[config.mk]
export PLATFORM = sky130hd
export DESIGN_NAME = lifo_stack_param
export DESIGN_NICKNAME = d
export VERILOG_FILES = /design/src/rtl/lifo_stack_param.sv
export SDC_FILE = /design/constraint.sdc
export NUM_CORES = 1
export LEC_CHECK = 0
export ABC_CLOCK_PERIOD_IN_PS = 6600
export CAP_MARGIN = 20
export CORE_ASPECT_RATIO = 0.8
export CORE_MARGIN = 4
export CORE_UTILIZATION = 63
export CTS_BUF_LIST = sky130_fd_sc_hd__clkbuf_4 sky130_fd_sc_hd__clkbuf_8
export DETAILED_ROUTE_END_ITERATION = 16
export PLACE_DENSITY = 0.94
export SYNTH_ARGS = -nofsm -noshare
export SYNTH_HDL_FRONTEND = slang
export SYNTH_SLANG_ARGS = --single-unit
[constraint.sdc]
create_clock -name Clk -period 6.6 [get_ports Clk]
set_clock_uncertainty 0.1 [all_clocks]
set_input_delay 1.32 -clock Clk [delete_from_list [all_inputs] [get_ports Clk]]
set_output_delay 1.32 -clock Clk [all_outputs]
set_load 0.05 [all_outputs]
[src/rtl/lifo_stack_param.sv]
// Parametrised synchronous LIFO stack with occupancy count, overflow/underflow pulses and replace-top on push+pop.
// Optional Almost_Full/Almost_Empty outputs are enabled by defining LIFO_STACK_ALMOST_FLAGS_EN.
module lifo_stack_param #(
    parameter int unsigned DATA_W = 4,
    parameter int unsigned DEPTH  = 8
`ifdef LIFO_STACK_ALMOST_FLAGS_EN
    ,
    parameter int unsigned AF_LEVEL = DEPTH - 1,
    parameter int unsigned AE_LEVEL = 1
`endif
) (
    input  logic                           Clk,
    input  logic                           RstN,
    input  logic                           Push,
    input  logic                           Pop,
    input  logic [DATA_W-1:0]              Data_In,
    output logic [DATA_W-1:0]              Data_Out,
    output logic                           Full,
    output logic                           Empty,
    output logic [$clog2(DEPTH+1)-1:0]     Count,
    output logic                           Overflow,
    output logic                           Underflow
`ifdef LIFO_STACK_ALMOST_FLAGS_EN
    ,
    output logic                           Almost_Full,
    output logic                           Almost_Empty
`endif
);

    localparam int unsigned CNT_W  = $clog2(DEPTH + 1);
    localparam int unsigned ADDR_W = $clog2(DEPTH);

    logic [DATA_W-1:0] mem_q [DEPTH];

    logic [CNT_W-1:0]  count_q, count_d;
    logic [DATA_W-1:0] data_out_q, data_out_d;
    logic              overflow_q, overflow_d;
    logic              underflow_q, underflow_d;
    logic              full_q, full_d;
    logic              empty_q, empty_d;

    logic              wr_en_c;
    logic [ADDR_W-1:0] wr_addr_c;
    logic [ADDR_W-1:0] top_addr_c;

    // Next-state: push/pop/replace-top decisions and error pulses
    always_comb begin
        count_d     = count_q;
        data_out_d  = data_out_q;
        overflow_d  = 1'b0;
        underflow_d = 1'b0;
        wr_en_c     = 1'b0;
        wr_addr_c   = ADDR_W'(count_q);
        top_addr_c  = ADDR_W'(count_q - CNT_W'(1));

        case ({Push, Pop})
            2'b10: begin
                if (full_q) begin
                    overflow_d = 1'b1;
                end else begin
                    wr_en_c = 1'b1;
                    count_d = count_q + CNT_W'(1);
                end
            end
            2'b01: begin
                if (empty_q) begin
                    underflow_d = 1'b1;
                end else begin
                    data_out_d = mem_q[top_addr_c];
                    count_d    = count_q - CNT_W'(1);
                end
            end
            2'b11: begin
                // Empty stack passes the incoming word straight through
                if (empty_q) begin
                    data_out_d = Data_In;
                end else begin
                    data_out_d = mem_q[top_addr_c];
                    wr_en_c    = 1'b1;
                    wr_addr_c  = top_addr_c;
                end
            end
            default: ;
        endcase

        full_d  = (count_d == CNT_W'(DEPTH));
        empty_d = (count_d == CNT_W'(0));
    end

    always_ff @(posedge Clk or negedge RstN) begin
        if (!RstN) begin
            count_q     <= '0;
            data_out_q  <= '0;
            overflow_q  <= 1'b0;
            underflow_q <= 1'b0;
            full_q      <= 1'b0;
            empty_q     <= 1'b1;
        end else begin
            count_q     <= count_d;
            data_out_q  <= data_out_d;
            overflow_q  <= overflow_d;
            underflow_q <= underflow_d;
            full_q      <= full_d;
            empty_q     <= empty_d;
        end
    end

    // Storage needs no reset; only entries below Count are ever read
    always_ff @(posedge Clk) begin
        if (wr_en_c) begin
            mem_q[wr_addr_c] <= Data_In;
        end
    end

    assign Data_Out  = data_out_q;
    assign Full      = full_q;
    assign Empty     = empty_q;
    assign Count     = count_q;
    assign Overflow  = overflow_q;
    assign Underflow = underflow_q;

`ifdef LIFO_STACK_ALMOST_FLAGS_EN
    logic almost_full_q, almost_full_d;
    logic almost_empty_q, almost_empty_d;

    always_comb begin
        almost_full_d  = (count_d >= CNT_W'(AF_LEVEL));
        almost_empty_d = (count_d <= CNT_W'(AE_LEVEL));
    end

    always_ff @(posedge Clk or negedge RstN) begin
        if (!RstN) begin
            almost_full_q  <= 1'b0;
            almost_empty_q <= 1'b1;
        end else begin
            almost_full_q  <= almost_full_d;
            almost_empty_q <= almost_empty_d;
        end
    end

    assign Almost_Full  = almost_full_q;
    assign Almost_Empty = almost_empty_q;
`endif

endmodule

==> results by group <==
Worst setup path
  • Crit path DAT: 2.07 ns
  • Critical path cell sequence: clkdlybuf4s50_1
  • R2r endpoint: mem_q[5][2]
  • WP buf/inv: 1
  • R2R cell count: 4
  • Cell family with most CP delay: buffers and inverters
  • Kind of critical path: reg -> out
  • Worst r2r src: Count[0]
  • Worst-path fanout max: 16
  • Crit path launch type: register
  • Slowest-stage cell, CP: clkdlybuf4s50_1
  • Worst setup EP type: primary output
  • WP data required: 5.18 ns
  • Largest stage delay on the critical path: 0.94 ns
  • Reg2Reg Setup Slack: 3.52 ns

Timing
  • Final worst path period need: 3.49 ns
  • Max_slew headroom: 49.7%
  • Least-Margin Pin Slew: 0.755 ns
  • Final max-slew violation count: 0
  • RSZ-0062 raised after global routing: false
  • Setup_tns: 0 ns
  • Tcrit/Tclk final: 52.9%
  • Final Hold Fails: 0
  • Fmax: 286 MHz
  • Final setup viols: 0

Hold path
  • Worst Hold Launch: Full
  • Worst hold path depth: 1
  • Min-Delay Endpoint: Overflow
  • HP Class: reg -> reg

Floorplan
  • I/O Pins: 20
  • Starting Density: 66.1%
  • Die width: 71.6 µm
  • # rows: 18
  • CORE AREA: 3090 µm²
  • Die height: 58.9 µm
  • Full die area: 4220 µm²

Clock tree
  • Clock Sinks: 44
  • CTS tree: yes
  • Setup Buffers After CTS: 0
  • CTS Hold Bufs: 0
  • CTS HTree Levels: 2
  • CTS clk-pin slew, worst paths: 0.08 ns
  • Worst-Skew Late Latency: 0.30 ns
  • Clock Tree Buf Depth: 2
  • Number of gates resized after cts: 0
  • Root buffer cell: clkbuf_8
  • Cts bufs inserted: 5

GRT
  • Vias in the first global route: 1297
  • First-pass GRT wire length: 6.67 mm
  • GRT Total Usage: 22.2%
  • Total grt overflow: 0
  • Initial antenna violation count: 0
  • Largest net degree at the start of global routing: 17

Synthesis
  • Ys Warns: 0
  • #FFs+latches synth: 44
  • Post-synth top area share: 47.1%
  • Distinct cells, synth: 38
  • Mapped Nets: 156
  • Post-synthesis area per instance: 14.3 µm²
  • Post-Syn Area: 2040 µm²
  • Mapped Cells: 143
  • Sequential element share of the synthesized area: 61.9%
  • Synth top area cells: edfxtp_1 (47%), dfrtp_1 (13%), mux4_2 (8.8%), ha_1 (3.1%), nor3_1 (2.5%)
  • Cell taking the most area after synthesis: edfxtp_1

Power and ir drop
  • Switching power: 0.404 mW
  • Clock power share: 19.7%
  • Pint: 0.644 mW
  • Leakage: 0.839 nW
  • Switching Fraction: 38.6%
  • Comb power frac: 41.2%
  • Sequential power share: 39.1%
  • P per Cell Area: 444 nW/µm²
  • Maximum VDD drop: 0.297 mV

Cells and area
  • Final net count: 176
  • Area Growth Syn to Fin: 15.7%
  • Core Util, Final: 76.5%
  • Most common cell after layout, fill and taps aside: edfxtp_1
  • Antenna cells: 0
  • Most frequent cells in the layout: edfxtp_1 (32), clkdlybuf4s50_1 (19), dfrtp_1 (11), nor2_1 (10), nor3_1 (10)
  • Layout cells sized above 1: 12.8%

Route
  • Iter 0 DRT Violations: 163
  • Drt drc: 0
  • Vias/cell: 6.37
  • DRT Pass-1 Iters: 4
  • Vias: 1299
  • WL/cell: 20.6 µm
  • Post-Route WL: 4.20 mm
  • DRT antenna net count: 0

Placed design
  • HPWL after DPL: 2.94 mm
  • GPL Wtd Cong: 0.843
  • IO buf count: 19

Run
  • Max-Cap Viols: 0

Outcome
  • Status: complete, no violations
[layout make-up]
type                            instances  area (µm²)
Sequential cell                        44        1260
Fill cell                             163         726
Multi-Input combinational cell         87         723
Timing Repair Buffer                   19         190
Clock buffer                            6        76.3
Tap cell                               40        50.0
Clock inverter                          2        35.0
Inverter                                6        22.5
[worst max-delay path by stage]
| stage | start | endpoint | cells past startpoint |
|---|---|---|---|
| final | Count[0] | Count[0] | 1 |
| after global routing | Count[0] | Count[0] | 1 |
| after CTS | Count[0] | Count[0] | 1 |
| after detailed placement | Push | mem_q[5][3] | 6 |
| after global placement | Push | mem_q[5][0] | 6 |
| after floorplan | Push | mem_q[1][0] | 6 |
[synthesized netlist by cell type, drive strengths merged]
cell	n
a21o	1
or4	1
mux2i	4
a221o	2
buf	2
a211o	1
and2	2
nor2b	1
dfstp	1
nand2b	6
ha	5
xor2	2
a21oi	2
a22o	1
o21ai	3
xnor2	1
inv	6
o22ai	5
nor2	10
o211ai	1
or2	1
o41ai	1
mux4	8
or3b	1
nand4b	1
nor4	1
nor4b	1
nand4	1
nor4bb	1
dfrtp	11
nor3	10
clkbuf	4
nand3b	2
edfxtp	32
a221oi	4
nand2	6
o21a	1
[flip-flops by register name, indices dropped and copies added, names as in the netlist]
register and count:
mem_q 32, Underflow 1, Data_Out 4, Overflow 1
Count 4, Empty 1, Full 1
[power groups by stage]
stage / Sequential (mW) / Combinational (mW) / Clock, mW
after floorplan: 0.475 / 0.246 / 0
after global placement: 0.410 / 0.411 / 0
after detailed placement: 0.415 / 0.428 / 0
after CTS: 0.409 / 0.431 / 0.208
after global routing: 0.418 / 0.455 / 0.220
final: 0.409 / 0.432 / 0.206
[per-stage QoR]
step	instances	hold WS (ns)	setup slack, ns	total power [mW]	cell area [µm²]
3_5_place_dp	196	0.506	2.89	0.843	2250
3_3_place_gp	196	0.501	2.97	0.820	2250
5_1_grt	204	0.551	2.95	1.09	2360
4_1_cts	204	0.519	3.06	1.05	2360
6_report	204	0.523	3.11	1.05	2360
2_1_floorplan	143	0.725	3.68	0.721	2040
[cells by family (layout without fill, tap and decap cells)]
| logic type | Yosys count | after routing | share of synthesized area [%] |
|---|---|---|---|
| DFF | 44 | 44 | 61.9 |
| buffers and inverters | 12 | 33 | 2.64 |
| AOI/OAI and AO/OA | 22 | 22 | 7.85 |
| muxes | 12 | 12 | 10.8 |
| and+or+nand+nor | 45 | 45 | 12.5 |
| xor gates and xnor gates | 3 | 3 | 1.29 |
| adders and majority gates | 5 | 5 | 3.07 |
[metal layers]
layer,share of wire (%),track usage [%],up-vias
met2,46,33.1,64
met5,0,0,-
met1,43,30.4,627
li1,-,-,594
met4,3.0,13.4,0
met3,8.1,4.61,14
Note: power is estimated with default switching activity, not from simulation.
